**src/rtl/gol_sequencer.sv**
```systemverilog
// Game of Life generation sequencer: walks the row register file once per start,
// rewriting each row in place from a 3-row sliding window plus a saved row 0.

module gol_cell (
  input  logic [2:0] top,
  input  logic [2:0] mid,
  input  logic [2:0] bot,
  output logic       nxt
);
  // bit [1] is the cell itself, [0]/[2] are its column neighbours
  logic [3:0] n;
  assign n = 4'(top[0]) + 4'(top[1]) + 4'(top[2]) + 4'(mid[0]) + 4'(mid[2])
           + 4'(bot[0]) + 4'(bot[1]) + 4'(bot[2]);
  assign nxt = (n == 4'd3) | (mid[1] & (n == 4'd2));
endmodule

module gol_sequencer #(
  parameter int WIDTH   = 8,
  parameter int REGBITS = 3,
  parameter int GENBITS = 16
) (
  input  logic               ph2,
  input  logic               reset_n,
  input  logic               start,
  input  logic               run,
  input  logic               clear,
  input  logic [WIDTH-1:0]   rd,
  output logic [REGBITS-1:0] ra,
  output logic [REGBITS-1:0] wa,
  output logic [WIDTH-1:0]   wd,
  output logic               regwrite,
  output logic               rf_reset,
  output logic               busy,
  output logic               done,
  output logic [GENBITS-1:0] gen_count
);
  localparam logic [REGBITS-1:0] LAST = REGBITS'(2**REGBITS - 1);

  typedef enum logic [2:0] {IDLE, CLEAR, LOAD_TOP, LOAD_MID, STEP, DONE} state_t;

  state_t             state;
  logic [WIDTH-1:0]   top, mid, row0, bot, life;
  logic [REGBITS-1:0] r;

  // the last row wraps onto the original row 0, which has already been overwritten
  assign bot = (r == LAST) ? row0 : rd;

  for (genvar c = 0; c < WIDTH; c++) begin : g_cell
    localparam int CL = (c == 0) ? WIDTH - 1 : c - 1;
    localparam int CR = (c == WIDTH - 1) ? 0 : c + 1;
    gol_cell u_cell (
      .top ({top[CR], top[c], top[CL]}),
      .mid ({mid[CR], mid[c], mid[CL]}),
      .bot ({bot[CR], bot[c], bot[CL]}),
      .nxt (life[c])
    );
  end

  always_comb begin
    ra       = '0;
    wa       = '0;
    wd       = '0;
    regwrite = 1'b0;
    rf_reset = 1'b0;
    done     = 1'b0;
    busy     = (state != IDLE);
    case (state)
      CLEAR:    rf_reset = 1'b1;
      LOAD_TOP: ra = LAST;
      STEP: begin
        ra       = r + REGBITS'(1);
        wa       = r;
        wd       = life;
        regwrite = 1'b1;
      end
      DONE:     done = 1'b1;
      default:  ;
    endcase
  end

  always_ff @(posedge ph2 or negedge reset_n) begin
    if (!reset_n) begin
      state     <= IDLE;
      top       <= '0;
      mid       <= '0;
      row0      <= '0;
      r         <= '0;
      gen_count <= '0;
    end else begin
      case (state)
        IDLE: begin
          if (clear)      state <= CLEAR;
          else if (start) state <= LOAD_TOP;
        end
        CLEAR: begin
          gen_count <= '0;
          state     <= IDLE;
        end
        LOAD_TOP: begin
          top   <= rd;
          state <= LOAD_MID;
        end
        LOAD_MID: begin
          mid   <= rd;
          row0  <= rd;
          r     <= '0;
          state <= STEP;
        end
        STEP: begin
          top <= mid;
          mid <= bot;
          r   <= r + REGBITS'(1);
          if (r == LAST) state <= DONE;
        end
        DONE: begin
          gen_count <= gen_count + GENBITS'(1);
          state     <= (run && !clear) ? LOAD_TOP : IDLE;
        end
        default: state <= IDLE;
      endcase
    end
  end
endmodule

```
**config.mk**
```make
export PLATFORM = sky130hd
export DESIGN_NAME = gol_sequencer
export DESIGN_NICKNAME = d
export VERILOG_FILES = /design/src/rtl/gol_sequencer.sv
export SDC_FILE = /design/constraint.sdc
export NUM_CORES = 1
export LEC_CHECK = 0
export ABC_AREA = 1
export CORE_MARGIN = 4
export CORE_UTILIZATION = 40
export CTS_CLUSTER_DIAMETER = 40
export DETAILED_ROUTE_END_ITERATION = 8
export DONT_BUFFER_PORTS = 1
export PLACE_DENSITY = 0.55
export SLEW_MARGIN = 20
export SYNTH_ARGS = -nofsm -noshare
export SYNTH_HDL_FRONTEND = slang
export SYNTH_SLANG_ARGS = --single-unit
```
**constraint.sdc**
```tcl
create_clock -name ph2 -period 3.6 [get_ports ph2]
set_input_delay 0.72 -clock ph2 [delete_from_list [all_inputs] [get_ports ph2]]
set_output_delay 0.72 -clock ph2 [all_outputs]
set_load 0.02 [all_outputs]
```
Word-level counts from Yosys, hierarchy flattened
Index checks and enable logic that the tools add are counted.
Widths: inputs -> output; s select.
{ "classes": {"addsub": 58, "n_mul": 0, "div": 0, "n_lt_le_gt_ge": 0, "n_eq_ne": 24, "n_shift": 0, "muxes": 16, "n_bitwise": 16, "n_reduce_logical": 8} }
{ "ops": {"columns": ["cell", "n"], "rows": [
  ["$add 4x1->4", 48],
  ["$eq 4x2->1 const B", 16],
  ["$pmux 16 s2", 1],
  ["$pmux 8 s2", 2],
  ["$add 1x1->2", 8],
  ["$add 16x1->16 const B", 1],
  ["$mux 8", 2],
  ["$pmux 3 s5", 1],
  ["$mux 3", 4],
  ["$pmux 3 s2", 2],
  ["$eq 3x3->1 const B", 3],
  ["$and 1x1->1", 8],
  ["$or 1x1->1", 8],
  ["$eq 3x2->1 const B", 2],
  ["$reduce_bool 2->1", 3],
  ["$add 3x1->3 const B", 1],
  ["$eq 3x1->1 const B", 1],
  ["$logic_not 3->1", 1],
  ["$mux 1", 3],
  ["$ne 3x3->1 const B", 1],
  ["$reduce_bool 3->1", 1],
  ["$mux 2", 1],
  ["$ne 2x2->1 const B", 1],
  ["$reduce_and 2->1", 1],
  ["2 further kinds", 2]
]} }
{ "totals": {"regBits": 46, "latch_bits": 0, "ramBits": 0, "mem_bits_ro": 0, "inputBits": 13, "out_inout_bits": 34, "elab_cells": 128, "n_memories": 0} }

Longest topological paths before layout
Gate-level depths: netlist of run 1.
{ "depth": {"depth_word": 11, "ltp_mapped": 20, "ltp_nobuf": 19} }

Cells and area by module
Synthesis of run 1 repeated with hierarchy kept, for this count alone.
{ "hier_totals": {"cells_unflattened": 538, "hier_area_um2": 3990.1} }
{ "by_module_without_submodules": {"columns": ["mod", "n_inst", "cells_each", "area_per_inst_um2", "seq_area_each_um2"], "rows": [
  ["gol_sequencer", 1, 314, 2388.5, 1151.1],
  ["gol_cell", 8, 28, 200.2, 0.0]
]} }

Least setup slack after synthesis of run 1
Ideal clock, no wire load.
{ "synth_path": {"kind": "register to output", "from": "register r[0]", "to": "output port wd[6]", "arrival_time_ns": 3.308, "t_required_ns": 2.880, "slack_ns": -0.428, "path_stages_with_launch": 14, "n_path_buf": 1, "cell_sequence": "dfrtp_1 -> ha_1 -> ha_1 -> buf_4 -> o21ai_0 -> fa_1 -> xor2_1 -> inv_1 -> ha_1 -> a21oi_2 -> fa_1 -> nor3_1 -> o21ai_0 -> a21oi_1"} }
{ "synth_via": {"elab_chain_cells": 9, "word_cells_on_any_way": 10, "classes_between": "add/sub: 3; eq/ne: 3; mux: 2; bitwise: 2"} }
{ "synth_rtl": {"columns": ["item", "line", "text"], "rows": [
  ["start, declared", "43", "logic [REGBITS-1:0] r;"],
  ["start signal, assigned", "112", "r <= r + REGBITS'(1);"],
  ["$eq 3x3->1 *", "46", "assign bot = (r == LAST) ? row0 : rd;"],
  ["$mux 8 *", "46", null],
  ["$add 4x1->4 (2 in a row)", "13", "+ 4'(bot[0]) + 4'(bot[1]) + 4'(bot[2]);"],
  ["$add 4x1->4 *", "13", null],
  ["$eq 4x2->1", "14", "assign nxt = (n == 4'd3) | (mid[1] & (n == 4'd2));"],
  ["$and 1x1->1", "14", null],
  ["$or 1x1->1 *", "14", null],
  ["$mux 8 *", "67", "case (state)"],
  ["end, declared", "30", "output logic [WIDTH-1:0] wd,"]
]} }
Mark *: on every way between the ends. The rest lies on a longest branch, timed or not.

Worst setup path after layout of run 1
{ "layout_path": {"from": "register top[6]", "to": "output port wd[6]"} }
{ "layout_via": {"elab_chain_cells": 11, "word_cells_on_any_way": 12, "classes_between": "add/sub: 7; eq/ne: 2; mux: 1; bitwise: 2"} }
{ "layout_rtl": {"columns": ["item", "line", "text"], "rows": [
  ["start, declared", "42", "logic [WIDTH-1:0] top, mid, row0, bot, life;"],
  ["start signal, assigned", "100", "top <= rd;"],
  ["start signal, assigned", "110", "top <= mid;"],
  ["$add 1x1->2 *", "12", "assign n = 4'(top[0]) + 4'(top[1]) + 4'(top[2]) + 4'(mid[0]) + 4'(mid[2])"],
  ["$add 4x1->4 * (3 in a row)", "12", null],
  ["$add 4x1->4 * (3 in a row)", "13", null],
  ["$eq 4x2->1", "14", null],
  ["$and 1x1->1", "14", null],
  ["$or 1x1->1 *", "14", null],
  ["$mux 8 *", "67", null]
]} }
Marked as above.

==> flow_summary.toml, run 1 <==
[run_status]
status = "complete, but fails checks"
violations = "setup timing"

[global_routing]
grt_max_degree = 47
globalRouteTotalUtil_pct = 18.34
grt_pass1_wl_um = 16890
antenna_found_initial = 0
grt_pass1_vias = 3445
overflow = 0

[drt]
via_per_inst = 4.956
wl_per_cell_um = 14.41
ant_nets = 0
first_pass_iters = 4
finalWirelength_um = 10130
drt_iter0_markers = 194
route.detailed.drc = 0
vias = 3484

[logic_synthesis]
synthDistinctLibCells = 39
synth_common_cells = "inv_1, nand2_1, dfrtp_1"
ys_ff_latch = 46
yosysMostFrequentCell = "inv_1"
yosysTopAreaCellShare_pct = 29.42
syn-num-nets = 579
netlist_area_um2 = 3913
seq_area_frac_synth_pct = 29.42
synth_area_leaders = "dfrtp_1, ha_1, inv_1"
synth-edff-count = 0
yosys_most_used_dff = "dfrtp_1"
avgSynthCellArea_um2 = 7.672
ys_warn_count = 0
synthArstFlopShare_pct = 100.0
synthCells = 510
yosysTopAreaCell = "dfrtp_1"

[worst_hold_path]
min_path_type = "in -> async"

[sta]
fmax_mhz = 235.1
finalClockSkew_ps = 8.265
slew_headroom_pct = 54.87
worst_slew_pin_slew_ps = 676.3
finalSetupViolations = 8
worst_slack_ps = -653.5
min_period_ps = 4254
rsz0062_at_grt = "yes"
report.final.slew_viol_count = 0
finalHoldViolCount = 0
fin_crit_sh_pct = 118.2

[setup_path]
crit_chain = "ha_1 > inv_1 > fa_1 > fa_1 > xor2_1 > inv_1 > ha_2 > a21oi_4 > fa_1 > nor3_1 > o21ai_1 > a21oi_2 > buf_6"
slowest_delay_ps = 590
cp_slowest_cell = "fa_1"
cp_num_buf_inv = 3
start_kind = "register"
worstPathMaxFanout = 2
cp.required_ps = 2880
critical_path.top_delay_family = "adder cells"
critPathKind = "reg -> out"
arrival_ps = 3530
crit_path_frequent_cell = "fa_1"
crit_path_end_kind = "output port"

[cts]
cts.sinks = 46
cts_buffer_depth = 2
cts_buffers = 5
htreeDepth = 2
clockRootBuffer = "clkbuf_8"
cts_tree = "yes"
clock_latency_ps = 300
clk_pin_slew_worst_paths_ps = 100
postCtsHoldBufs = 0

[die]
core_region_area_um2 = 9371
start_util_pct = 41.75
row_count = 35
die_area_um2 = 11430
ios = 47
die_h_um = 106.9
die_w_um = 106.9

[place]
placed_cell_area_um2 = 4477
gp_congestion = 0.8606
port-buffer-count = 0
dpl.hpwl_um = 7686

[cells_and_area]
drive_gt1_share_pct = 27.35
final_design_area_no_fill_um2 = 4911
fin_nets = 642
antennaDiodeCount = 0
area_growth_pct = 25.52

[run]
drv_cap = 0
==> final cells by class <==
class	count	area, um2
inverter	125	469.2
tap	129	161.4
timing repair buffer	64	491.7
clock inverter	3	43.79
fill	935	4461
multi-input combinational	331	2522
sequential	46	1154
clock buffer	5	68.82
==> routing by layer <==
metal	vias to the layer above	GRT usage (%)	part of all wire, %	wire [um]
li1	1745	-	-	-
met1	1660	25.31	47	4752
met2	71	30.80	48	4848
met3	8	3.131	4.6	468
met4	0	3.014	0.59	60
met5	-	0	0	0
==> kinds of logic after synthesis <==
group / count (synthesis) / synth area share [%]
simple gates: 189 / 21.23
buf+inv: 133 / 13.14
compound gates: 79 / 12.70
fa+ha+maj: 56 / 21.75
flops: 46 / 29.42
xor+xnor: 7 / 1.759
==> what timing repair did <==
action                     4_1_cts  5_1_grt
buffers inserted                10        7
setup endpoints to repair        8        8
resized for setup               34       23
cloned                           0        0
pin swaps                       38       39
==> state kept, by name, summed over array words and instances, names as in the netlist <==
name,flops
gen_count,16
mid,8
row0,8
top,8
r,3
state,3
==> final timing paths <==
kind	from	to	slack (ps)	cells after the start
max	top[6]	wd[6]	-650	13
min	reset_n	gen_count[2]	100	0
max reg2reg	state[0]	mid[7]	1760	5
min reg2reg	row0[2]	row0[2]	500	2
max in group asynchronous	reset_n	top[1]	3390	0
min in group ph2	row0[2]	row0[2]	500	2
==> placed cells by master (no fill, tap or decap), drive strengths merged, types with 7 or more instances in the layout <==
master  count
inv       125
nand2     106
buf        64
dfrtp      46
nor2       42
ha         36
o21ai      32
nand3      27
fa         20
a21oi      15
o221ai     10
o22ai       8
xor2        7
==> worst reg2reg max path: cells and delay by family, from the launching register on <==
| family | cells | cell delay, ps |
|---|---|---|
| and+or+nand+nor | 3 | 610 |
| DFF | 1 | 410 |
| buffers and inverters | 1 | 380 |
| AOI/OAI and AO/OA | 1 | 350 |
==> per-stage QoR <==
stage               util (%)  hold slack, ps  setup WS [ps]  setup TNS (ps)  cells
finish                 52.40           96.42         -653.5           -4197    703
global route           52.40           70.32         -861.2           -5867    703
CTS                    50.99           84.20         -674.1           -4120    697
detailed placement     47.77           425.3         -335.0           -1654    680
global placement       47.77           425.4         -251.3           -1167    680
floorplan                  -           424.4         -182.8          -232.5    510
Power of run 1 is not shown: default switching activity piles up to over one toggle a cycle in this logic, so the estimate is an artifact.
==> run 2: changes to the inputs <==
- SETUP_SLACK_MARGIN: unset -> 0.15
==> run 2 against run 1 <==
The run still ends with setup timing left. Hold slack worse by 2.4 ps. Sequential share of layout area is 0.20 points higher. Setup slack better by 47 ps. Critical path depth stayed put. Sequential cell count stayed put. Non-clock buffer count is 4 lower. Cell area is 1.1% lower. Register-to-register slack worse by 30 ps. Die area stayed put. Clock skew is 1.2 ps lower. Global-route usage is 0.39 points lower.
==> flow_summary.toml, run 2 (synthesized netlist as in run 1, its figures left out) <==
[sta]
report.final.slew_viol_count = 0
finalHoldViolCount = 0
whs_ps = 93.98
fin_tns_setup_ps = -3858
finalClockSkew_ps = 7.062
worst_slack_ps = -606.7
worst_slew_pin_slew_ps = 679.3
fmax_mhz = 237.7
min_period_ps = 4207
rsz0062_at_grt = "yes"
fin_crit_sh_pct = 116.9
slew_headroom_pct = 54.66
finalSetupViolations = 8

[cts]
clockRootBuffer = "clkbuf_8"
clk_pin_slew_worst_paths_ps = 100
cts.sinks = 46
cts_tree = "yes"
cts_buffer_depth = 2
clock_latency_ps = 310
htreeDepth = 2
cts_buffers = 5

[die]
ios = 47
row_count = 35
die_area_um2 = 11430
die_h_um = 106.9
start_util_pct = 41.75
core_region_area_um2 = 9371
die_w_um = 106.9

[drt]
vias = 3468
wl_per_cell_um = 14.03
drt_iter0_markers = 124
first_pass_iters = 4
via_per_inst = 4.961
ant_nets = 0
finalWirelength_um = 9806
route.detailed.drc = 0

[worst_hold_path]
min_path_type = "in -> async"

[cells_and_area]
largest_reg_flops = 16
layout_commonest_cell = "inv_1"
layout_common_cells = "inv_1, nand2_1, buf_4, dfrtp_1, nor2_1"
fillers = 946
drive_gt1_share_pct = 27.02
antennaDiodeCount = 0
fin_nets = 638
area_growth_pct = 24.18
max_flop_register = "gen_count"

[setup_path]
r2r_slack_ps = 1730
crit_path_end_kind = "output port"
r2r_cells = 5
critPathLaunch = "top[6]"
r2r_start = "state[0]"
critPathKind = "reg -> out"
start_kind = "register"
worstPathMaxFanout = 2
arrival_ps = 3490
r2r-end = "mid[2]"
cp.required_ps = 2880

[run_status]
violations = "setup timing"
status = "complete, but fails checks"

[global_routing]
grt_max_degree = 47
globalRouteTotalUtil_pct = 17.95
antenna_found_initial = 0
grt_pass1_wl_um = 16370
grt_pass1_vias = 3334
overflow = 0

[place]
dpl.hpwl_um = 7544
port-buffer-count = 0
gp_congestion = 0.8127

[run]
drv_cap = 0
==> run 2: timing repair <==
action                                  CTS  global route
hold buffers                              0             0
setup buffers                             1             4
endpoints found under the setup margin    8             8
pin swaps                                18            33
resized for setup                        23            31
==> run 2: cell type report <==
cell class              count  area (um2)  share of cell area, %
clock inverters             3       21.27                 0.4378
clock buffers               5       68.82                  1.416
inverters                 125       471.7                  9.709
multi-input cells         331        2526                  52.00
well taps                 129       161.4                  3.322
repair buffers             60       457.9                  9.426
flip-flops and latches     46        1151                  23.69
==> run 2: layer usage <==
layer / global-route usage (%) / wire length (um)
met5: 0 / 0
met3: 3.432 / 441
met4: 3.744 / 129
met1: 24.69 / 4561
met2: 29.54 / 4674
==> run 2: how the worst max path moves through the flow <==
| stage | end | slack (ps) |
|---|---|---|
| after floorplan | wd[6] | -180 |
| after global placement | wd[6] | -230 |
| after detailed placement | wd[5] | -300 |
| after CTS | wd[6] | -640 |
| after global routing | wd[6] | -810 |
| final | wd[6] | -610 |
==> run 2: critical path, cell delays in order (launching register included) <==
cell     delay (ps)
dfrtp_1         390
ha_1            290
inv_2            30
fa_1            470
fa_1            590
xor2_1          140
inv_1            80
ha_4            160
a21oi_4         120
fa_1            390
nor3_1          160
o21ai_1         100
a21oi_2         100
buf_4           140
==> run 2: per-stage QoR <==
step | instances | utilization (%) | setup slack (ps) | area (um2)
4_1_cts | 695 | 50.52 | -640.1 | 4735
3_3_place_gp | 686 | 48.42 | -232.0 | 4538
3_5_place_dp | 686 | 48.42 | -298.4 | 4538
6_report | 699 | 51.84 | -606.7 | 4858
5_1_grt | 699 | 51.84 | -807.1 | 4858
2_1_floorplan | 510 | - | -182.8 | 4009
Power of run 2 is left out for the same reason.
==> run 3: changes to the inputs <==
- MAX_ROUTING_LAYER: unset -> met4
==> run 3 against run 2 <==
First-iteration DRC count fell by 5.6%. Critical endpoint unchanged. Critical path depth did not move. Setup slack improved by 1.8 ps. Non-clock buffer count did not move. Sequential cell count did not move. The flow still finishes with violations (setup timing). Cell area did not move. Largest cell class unchanged. Count of clock-buffer cells in the layout did not move. Clock skew barely moved. Sequential share of layout area did not move. Register-to-register slack barely moved. Wire length rose by 0.18%. Final cell count did not move.
==> flow_summary.toml, run 3 (synthesized netlist as in run 1, its figures left out) <==
[setup_path]
critPathKind = "reg -> out"
cp_num_buf_inv = 3
r2r_start = "state[0]"
worstPathMaxFanout = 2
crit_path_frequent_cell = "fa_1"
crit_cells = 13
cp_slowest_cell = "fa_1"
slowest_delay_ps = 580
crit_chain = "ha_1 > inv_2 > fa_1 > fa_1 > xor2_1 > inv_1 > ha_4 > a21oi_4 > fa_1 > nor3_1 > o21ai_1 > a21oi_2 > buf_4"
critPathLaunch = "top[6]"
arrival_ps = 3480
start_kind = "register"
critical_path.top_delay_family = "adder cells"
cp.required_ps = 2880
r2r_cells = 5
crit_path_end_kind = "output port"

[sta]
fin_tns_setup_ps = -3855
finalHoldViolCount = 0
worst_slew_pin_slew_ps = 695.9
report.final.slew_viol_count = 0
whs_ps = 93.97
worst_slack_ps = -604.9
fmax_mhz = 237.8
slew_headroom_pct = 53.56
fin_crit_sh_pct = 116.8
finalClockSkew_ps = 7.079
rsz0062_at_grt = "yes"
min_period_ps = 4205
finalSetupViolations = 8

[die]
ios = 47
die_area_um2 = 11430
die_w_um = 106.9
row_count = 35
die_h_um = 106.9
start_util_pct = 41.75
core_region_area_um2 = 9371

[run]
drv_cap = 0

[worst_hold_path]
min_path_type = "in -> async"

[cts]
cts_tree = "yes"
cts_buffer_depth = 2
htreeDepth = 2
cts.sinks = 46
cts_buffers = 5
clock_latency_ps = 310
clk_pin_slew_worst_paths_ps = 100
clockRootBuffer = "clkbuf_8"

[cells_and_area]
largest_reg_flops = 16
layout_commonest_cell = "inv_1"
final_design_area_no_fill_um2 = 4858
layout_common_cells = "inv_1, nand2_1, buf_4, dfrtp_1, nor2_1"
antennaDiodeCount = 0
fin_nets = 638
max_flop_register = "gen_count"
final_util_pct = 51.84
area_growth_pct = 24.18
drive_gt1_share_pct = 27.02
fillers = 946

[drt]
wl_per_cell_um = 14.05
route.detailed.drc = 0
finalWirelength_um = 9824
vias = 3480
ant_nets = 0
drt_iter0_markers = 117
via_per_inst = 4.979
first_pass_iters = 4

[run_status]
violations = "setup timing"
status = "complete, but fails checks"

[global_routing]
grt_pass1_wl_um = 16390
overflow = 0
globalRouteTotalUtil_pct = 18.47
grt_pass1_vias = 3334
grt_max_degree = 47
antenna_found_initial = 0

[place]
gp_congestion = 0.8247
placed_cell_area_um2 = 4538
port-buffer-count = 0
dpl.hpwl_um = 7544
## run 3: cell counts in the layout (fill, tap and decap cells not counted)
No cell type changed its count.
## run 3: worst paths after layout
kind	slack (ps)	to
max	-600	wd[6]
min	90	gen_count[13]
max reg2reg	1730	mid[2]
min reg2reg	490	row0[2]
max in group asynchronous	3420	top[6]
min in group ph2	490	row0[2]
## run 3: repair_timing
item / in CTS / in global routing
pin swaps: 18 / 33
cloned: 0 / 0
setup buffers: 1 / 4
setup endpoints to repair: 8 / 8
resized for setup: 23 / 31
hold endpoints to repair: 0 / 0
hold buffers: 0 / 0
## run 3: final cells by class
type	count	area [um2]	share of cell area, %
tap	129	161.4	3.322
timing repair buffer	60	457.9	9.426
inverter	125	471.7	9.709
clock buffer	5	68.82	1.416
multi-input combinational	331	2526	52.00
clock inverter	3	21.27	0.4378
sequential	46	1151	23.69
## run 3: per-layer routing
layer | wire [um] | vias to the layer above | global-route usage [%]
li1 | - | 1741 | -
met1 | 4601 | 1668 | 24.80
met2 | 4665 | 61 | 29.50
met3 | 425 | 10 | 3.432
met4 | 131 | 0 | 3.744
met5 | 0 | - | -
## run 3: stage by stage
stage / setup WS (ps) / std cells
global placement: -232.0 / 686
detailed placement: -298.4 / 686
global route: -807.1 / 699
finish: -604.9 / 699
floorplan: -182.8 / 510
CTS: -640.1 / 695
Power of run 3 is left out for the same reason.
